**config.mk**
```make
export PLATFORM = sky130hd
export DESIGN_NAME = clkmux_sel_ctrl
export DESIGN_NICKNAME = d
export VERILOG_FILES = /design/src/rtl/clkmux_sel_ctrl.sv
export SDC_FILE = /design/constraint.sdc
export NUM_CORES = 1
export LEC_CHECK = 0
export CAP_MARGIN = 10
export CORE_MARGIN = 3
export CORE_UTILIZATION = 40
export DETAILED_ROUTE_END_ITERATION = 10
export PLACE_DENSITY = 0.75
export SYNTH_ARGS = -nofsm -noshare
export SYNTH_HDL_FRONTEND = slang
export SYNTH_SLANG_ARGS = --single-unit
export TNS_END_PERCENT = 100
```
**constraint.sdc**
```tcl
create_clock -name clk -period 2.25 [get_ports clk]
set_input_delay 0.5625 -clock clk [delete_from_list [all_inputs] [get_ports clk]]
set_output_delay 0.5625 -clock clk [all_outputs]
set_load 0.005 [all_outputs]
```
**src/rtl/clkmux_sel_ctrl.sv**
```systemverilog
// clkmux_sel_ctrl: sequences the 2-bit select of the 4:1 glitch-less clock mux.
// The muxed domain is held in reset around each select change.
// If the selected clock dies, the block falls back to source 0 on its own.
module clkmux_sel_ctrl #(
  parameter int unsigned HOLD_CYCLES   = 4,
  parameter int unsigned SETTLE_CYCLES = 16
) (
  input  logic       clk,
  input  logic       rst,
  input  logic       req_valid,
  input  logic [1:0] req_sel,
  output logic       req_ready,
  input  logic [3:0] clk_ok,
  output logic [1:0] sel,
  output logic       dom_rst_req,
  output logic       busy,
  output logic       done,
  output logic       err,
  output logic       fallback
);

  localparam int unsigned MAX_CYC = (HOLD_CYCLES > SETTLE_CYCLES) ? HOLD_CYCLES : SETTLE_CYCLES;
  localparam int unsigned CW      = $clog2(MAX_CYC + 1);

  localparam logic [CW-1:0] HOLD_LD   = CW'(HOLD_CYCLES - 1);
  localparam logic [CW-1:0] SETTLE_LD = CW'(SETTLE_CYCLES - 1);

  typedef enum logic [1:0] {
    IDLE    = 2'd0,
    HOLD    = 2'd1,
    SWITCH  = 2'd2,
    RELEASE = 2'd3
  } state_e;

  state_e          state_q, state_d;
  logic [CW-1:0]   cnt_q, cnt_d;
  logic [1:0]      target_q, target_d;
  logic [1:0]      sel_q, sel_d;
  logic            dom_q, dom_d;
  logic            busy_q, busy_d;
  logic            done_q, done_d;
  logic            err_q, err_d;
  logic            fb_q, fb_d;
  logic            fb_cond;
  logic            accept;

  assign fb_cond   = !clk_ok[sel_q] && (sel_q != 2'd0);
  assign req_ready = (state_q == IDLE) && !fb_cond && !rst;
  assign accept    = req_valid && req_ready;

  // Next-state and next-output decode; outputs follow the state being entered
  always_comb begin
    state_d  = state_q;
    cnt_d    = cnt_q;
    target_d = target_q;
    sel_d    = sel_q;
    done_d   = 1'b0;
    err_d    = 1'b0;
    fb_d     = 1'b0;

    unique case (state_q)
      IDLE: begin
        if (fb_cond) begin
          target_d = 2'd0;
          fb_d     = 1'b1;
          cnt_d    = HOLD_LD;
          state_d  = HOLD;
        end else if (accept) begin
          if (req_sel == sel_q) begin
            done_d = 1'b1;
          end else if (!clk_ok[req_sel]) begin
            err_d = 1'b1;
          end else begin
            target_d = req_sel;
            cnt_d    = HOLD_LD;
            state_d  = HOLD;
          end
        end
      end

      HOLD: begin
        // A dead target aborts before the select is ever touched
        if (!clk_ok[target_q]) begin
          err_d   = 1'b1;
          cnt_d   = '0;
          state_d = RELEASE;
        end else if (cnt_q == '0) begin
          sel_d   = target_q;
          cnt_d   = SETTLE_LD;
          state_d = SWITCH;
        end else begin
          cnt_d = cnt_q - CW'(1);
        end
      end

      SWITCH: begin
        if (cnt_q == '0) begin
          done_d  = 1'b1;
          cnt_d   = '0;
          state_d = RELEASE;
        end else begin
          cnt_d = cnt_q - CW'(1);
        end
      end

      RELEASE: begin
        state_d = IDLE;
      end

      default: begin
        state_d = IDLE;
      end
    endcase

    dom_d  = (state_d == HOLD) || (state_d == SWITCH);
    busy_d = (state_d != IDLE);
  end

  // State and registered outputs; synchronous reset clears everything
  always_ff @(posedge clk) begin
    if (rst) begin
      state_q  <= IDLE;
      cnt_q    <= '0;
      target_q <= '0;
      sel_q    <= '0;
      dom_q    <= 1'b0;
      busy_q   <= 1'b0;
      done_q   <= 1'b0;
      err_q    <= 1'b0;
      fb_q     <= 1'b0;
    end else begin
      state_q  <= state_d;
      cnt_q    <= cnt_d;
      target_q <= target_d;
      sel_q    <= sel_d;
      dom_q    <= dom_d;
      busy_q   <= busy_d;
      done_q   <= done_d;
      err_q    <= err_d;
      fb_q     <= fb_d;
    end
  end

  assign sel         = sel_q;
  assign dom_rst_req = dom_q;
  assign busy        = busy_q;
  assign done        = done_q;
  assign err         = err_q;
  assign fallback    = fb_q;

endmodule
```
==> impl_metrics.json <==
{
  "drc": 0,
  "initial_utilization": 0.4519,
  "gp_congestion": 0.8841,
  "hold_viol": 0,
  "vdd_drop_max_v": 0.0008062,
  "violations": "negative setup slack",
  "vias": 1059,
  "die_area_um2": 2970,
  "required_ns": 2.48,
  "worstSetupPathType": "input port to register",
  "dieWidth_um": 54.50,
  "dp_hpwl_mm": 1.999,
  "leakage_uw": 0.0006412,
  "die_h_um": 54.50,
  "worst-path-max-fanout": 6,
  "design.core.area_um2": 2082,
  "outcome": "finished with violations",
  "grtUsageTotal": 0.2356,
  "drt_iter0_drc": 60,
  "ys_types": 41,
  "crit_slowest_cell": "or4b_4",
  "rows": 16,
  "ys_ff_latch": 16,
  "dr.pass1.iters": 4,
  "fmax_mhz": 437.3,
  "ys_seq_area_frac": 0.3404,
  "grt_max_degree": 14,
  "antenna_found_initial": 0,
  "cp_slowest_stage_delay_ns": 0.48,
  "crit_buf_inv": 7,
  "root_buffer": "clkbuf_4",
  "finalSetupViolCount": 1,
  "path_cells": "clkdlybuf4s15_1, or3b_4, o211ai_1, buf_4, buf_4, buf_4, buf_4, buf_4, buf_6, or4b_4, a21oi_2",
  "viasPerCell": 5.983,
  "cp.arrival_ns": 2.52,
  "place_ws_ns": -0.4417,
  "wl_mm": 3.142,
  "holdCritPathClass": "register to register",
  "avgRoutedWirePerCell_um": 17.75,
  "io_pins": 17,
  "cts-buffers-inserted": 3,
  "worstMarginPinSlew_ns": 0.3836,
  "netlist_instances": 102,
  "syn_nets": 117,
  "numPortBuffers": 16,
  "yosys_warnings": 0,
  "cts.path.max_buffers": 2,
  "rsz0062_at_grt": "true",
  "worst_slew_margin_rel": 0.7443,
  "drive_above_1_share": 0.3733,
  "syn_to_final_growth_pct": 57.58,
  "layout.nets": 166,
  "startpoint_type": "input port",
  "grt_remaining_overflow": 0,
  "drv_slew": 0,
  "drv_cap": 0,
  "syn_avg_cell_area_um2": 9.225,
  "fin_ws_ns": -0.03692,
  "critical_path.most_common_cell": "buf_4",
  "finalClockSkew_ns": 0.003086,
  "critical-path-top-delay-family": "buffers and inverters",
  "cts_tree": "done",
  "period_minus_slack_ns": 2.287,
  "diodes": 0,
  "path_clk_slew_ns": 0.09,
  "cts.sinks": 16,
  "power.density_nw_per_um2": 977.8,
  "htree_levels": 1,
  "hold_buffers": 0,
  "grt_pass1_wl_mm": 4.850,
  "synth_area_um2": 940.9,
  "critPathCaptureType": "register",
  "timing.final.crit_share": 1.016,
  "grt_pass1_vias": 1007,
  "insertion_delay_ns": 0.29,
  "final_antenna_net_count": 0,
  "hold_ws_ns": 0.4687
}
final timing paths:
kind	cells after the start	slack [ns]	from	end
min reg2reg	2	0.47	cnt_q[4]$_SDFFE_PP0P_	cnt_q[4]$_SDFFE_PP0P_
max reg2reg	11	-0.01	state_q[0]$_SDFF_PP0_	err$_SDFF_PP0_
max	11	-0.04	clk_ok[1]	err$_SDFF_PP0_
min	2	0.47	cnt_q[4]$_SDFFE_PP0P_	cnt_q[4]$_SDFFE_PP0P_
through the flow:
step                utilization  cell area [um2]   TNS, ns  total power [uW]  std cells
CTS                      0.6761             1408         0              1339        175
floorplan                     -            940.9         0             752.1        102
global placement         0.6136             1277    -2.367              1004        163
detailed placement       0.6136             1277    -2.644              1021        163
global route             0.7121             1483  -0.03328              1540        177
finish                   0.7121             1483  -0.03692              1450        177
worst reg2reg max path, stage by stage (launching register included):
cell,delay [ns]
dfxtp_2,0.34
inv_1,0.12
ha_4,0.17
o211ai_1,0.15
buf_4,0.18
buf_4,0.12
buf_4,0.12
buf_4,0.13
buf_4,0.12
buf_6,0.13
or4b_4,0.48
a21oi_2,0.14
cells by family (layout without fill, tap and decap cells):
family / Yosys count / after routing / share of synthesized area
compound gates: 33 / 33 / 0.2686
simple gates: 28 / 28 / 0.1583
flops: 16 / 16 / 0.3404
buf+inv: 11 / 59 / 0.04387
fa+ha+maj: 6 / 6 / 0.07979
mux: 5 / 5 / 0.08111
xor+xnor: 3 / 3 / 0.02793
Yosys cell counts:
| library cell | n | area share |
|---|---|---|
| nor3b_1 | 1 | 0.0080 |
| xnor2_1 | 1 | 0.0093 |
| a211oi_1 | 2 | 0.016 |
| nand2_1 | 4 | 0.016 |
| ha_1 | 6 | 0.080 |
| a21boi_0 | 1 | 0.0080 |
| a21oi_1 | 5 | 0.027 |
| nor3_1 | 1 | 0.0053 |
| a21o_1 | 1 | 0.0080 |
| a311oi_1 | 3 | 0.028 |
| or4b_2 | 1 | 0.011 |
| xor2_1 | 2 | 0.019 |
| mux4_2 | 2 | 0.048 |
| nor2b_1 | 2 | 0.013 |
| o2111a_1 | 1 | 0.012 |
| o32ai_1 | 1 | 0.0093 |
| clkbuf_1 | 1 | 0.0040 |
| a2111o_1 | 1 | 0.012 |
| or3b_2 | 1 | 0.0093 |
| o211ai_1 | 3 | 0.024 |
| a22o_1 | 2 | 0.019 |
| a32oi_1 | 1 | 0.0093 |
| nand3_1 | 2 | 0.011 |
| mux2_2 | 1 | 0.012 |
| o2111ai_1 | 1 | 0.0093 |
| inv_1 | 9 | 0.036 |
| and2_2 | 1 | 0.0080 |
| or4b_1 | 1 | 0.011 |
| a31oi_1 | 1 | 0.0067 |
| o311ai_1 | 1 | 0.0093 |
| mux2i_1 | 2 | 0.021 |
| buf_1 | 1 | 0.0040 |
| and3_1 | 1 | 0.0067 |
| dfxtp_1 | 16 | 0.34 |
| a32o_1 | 2 | 0.021 |
| o211a_1 | 2 | 0.021 |
| nand2b_1 | 1 | 0.0067 |
| o31ai_1 | 1 | 0.0080 |
| nor4b_1 | 1 | 0.0093 |
| nor2_1 | 11 | 0.044 |
| o21ai_0 | 4 | 0.021 |
layer usage:
metal / part of all wire / track usage / vias to the layer above
li1: - / - / 484
met1: 0.35 / 0.2871 / 485
met2: 0.50 / 0.3904 / 74
met3: 0.094 / 0.04632 / 16
met4: 0.050 / 0.1203 / 0
met5: 0 / 0 / -
flip-flops by register name (all words and copies together) (netlist names):
register,count
state_q,2
sel,2
target_q,2
done,1
fallback,1
dom_rst_req,1
busy,1
err,1
cnt_q,5
report_power, final:
group	leakage, uW	internal (uW)	switching, uW	total (uW)
clock network	0.0000210	98.5	90.8	189
logic	0.000488	466	431	897
registers	0.000132	334	29.6	364
total	0.000641	899	551	1450
layout make-up:
cell class                      count  area, um2
Multi-Input combinational cell     75      661.9
Sequential cell                    16      326.6
Clock buffer                        4      36.28
Timing Repair Buffer               46      390.4
Fill cell                         157      599.3
Tap cell                           27      33.78
Inverter                            9      33.78
what timing repair did:
item,CTS,global route
endpoints found under the hold margin,0,0
setup endpoints to repair,2,6
pin swaps,4,4
resized for setup,19,15
setup buffers,8,3
cell usage in the layout, fill, tap and decap left out, types with 3 or more instances in the layout:
cell	count
clkbuf_4	3
inv_1	8
ha_1	5
o211ai_1	3
dfxtp_1	13
o21ai_0	4
nor2_1	11
a21oi_1	4
nand2_1	4
buf_4	29
clkdlybuf4s50_1	9
No activity file was read; power rests on OpenSTA's default activity.
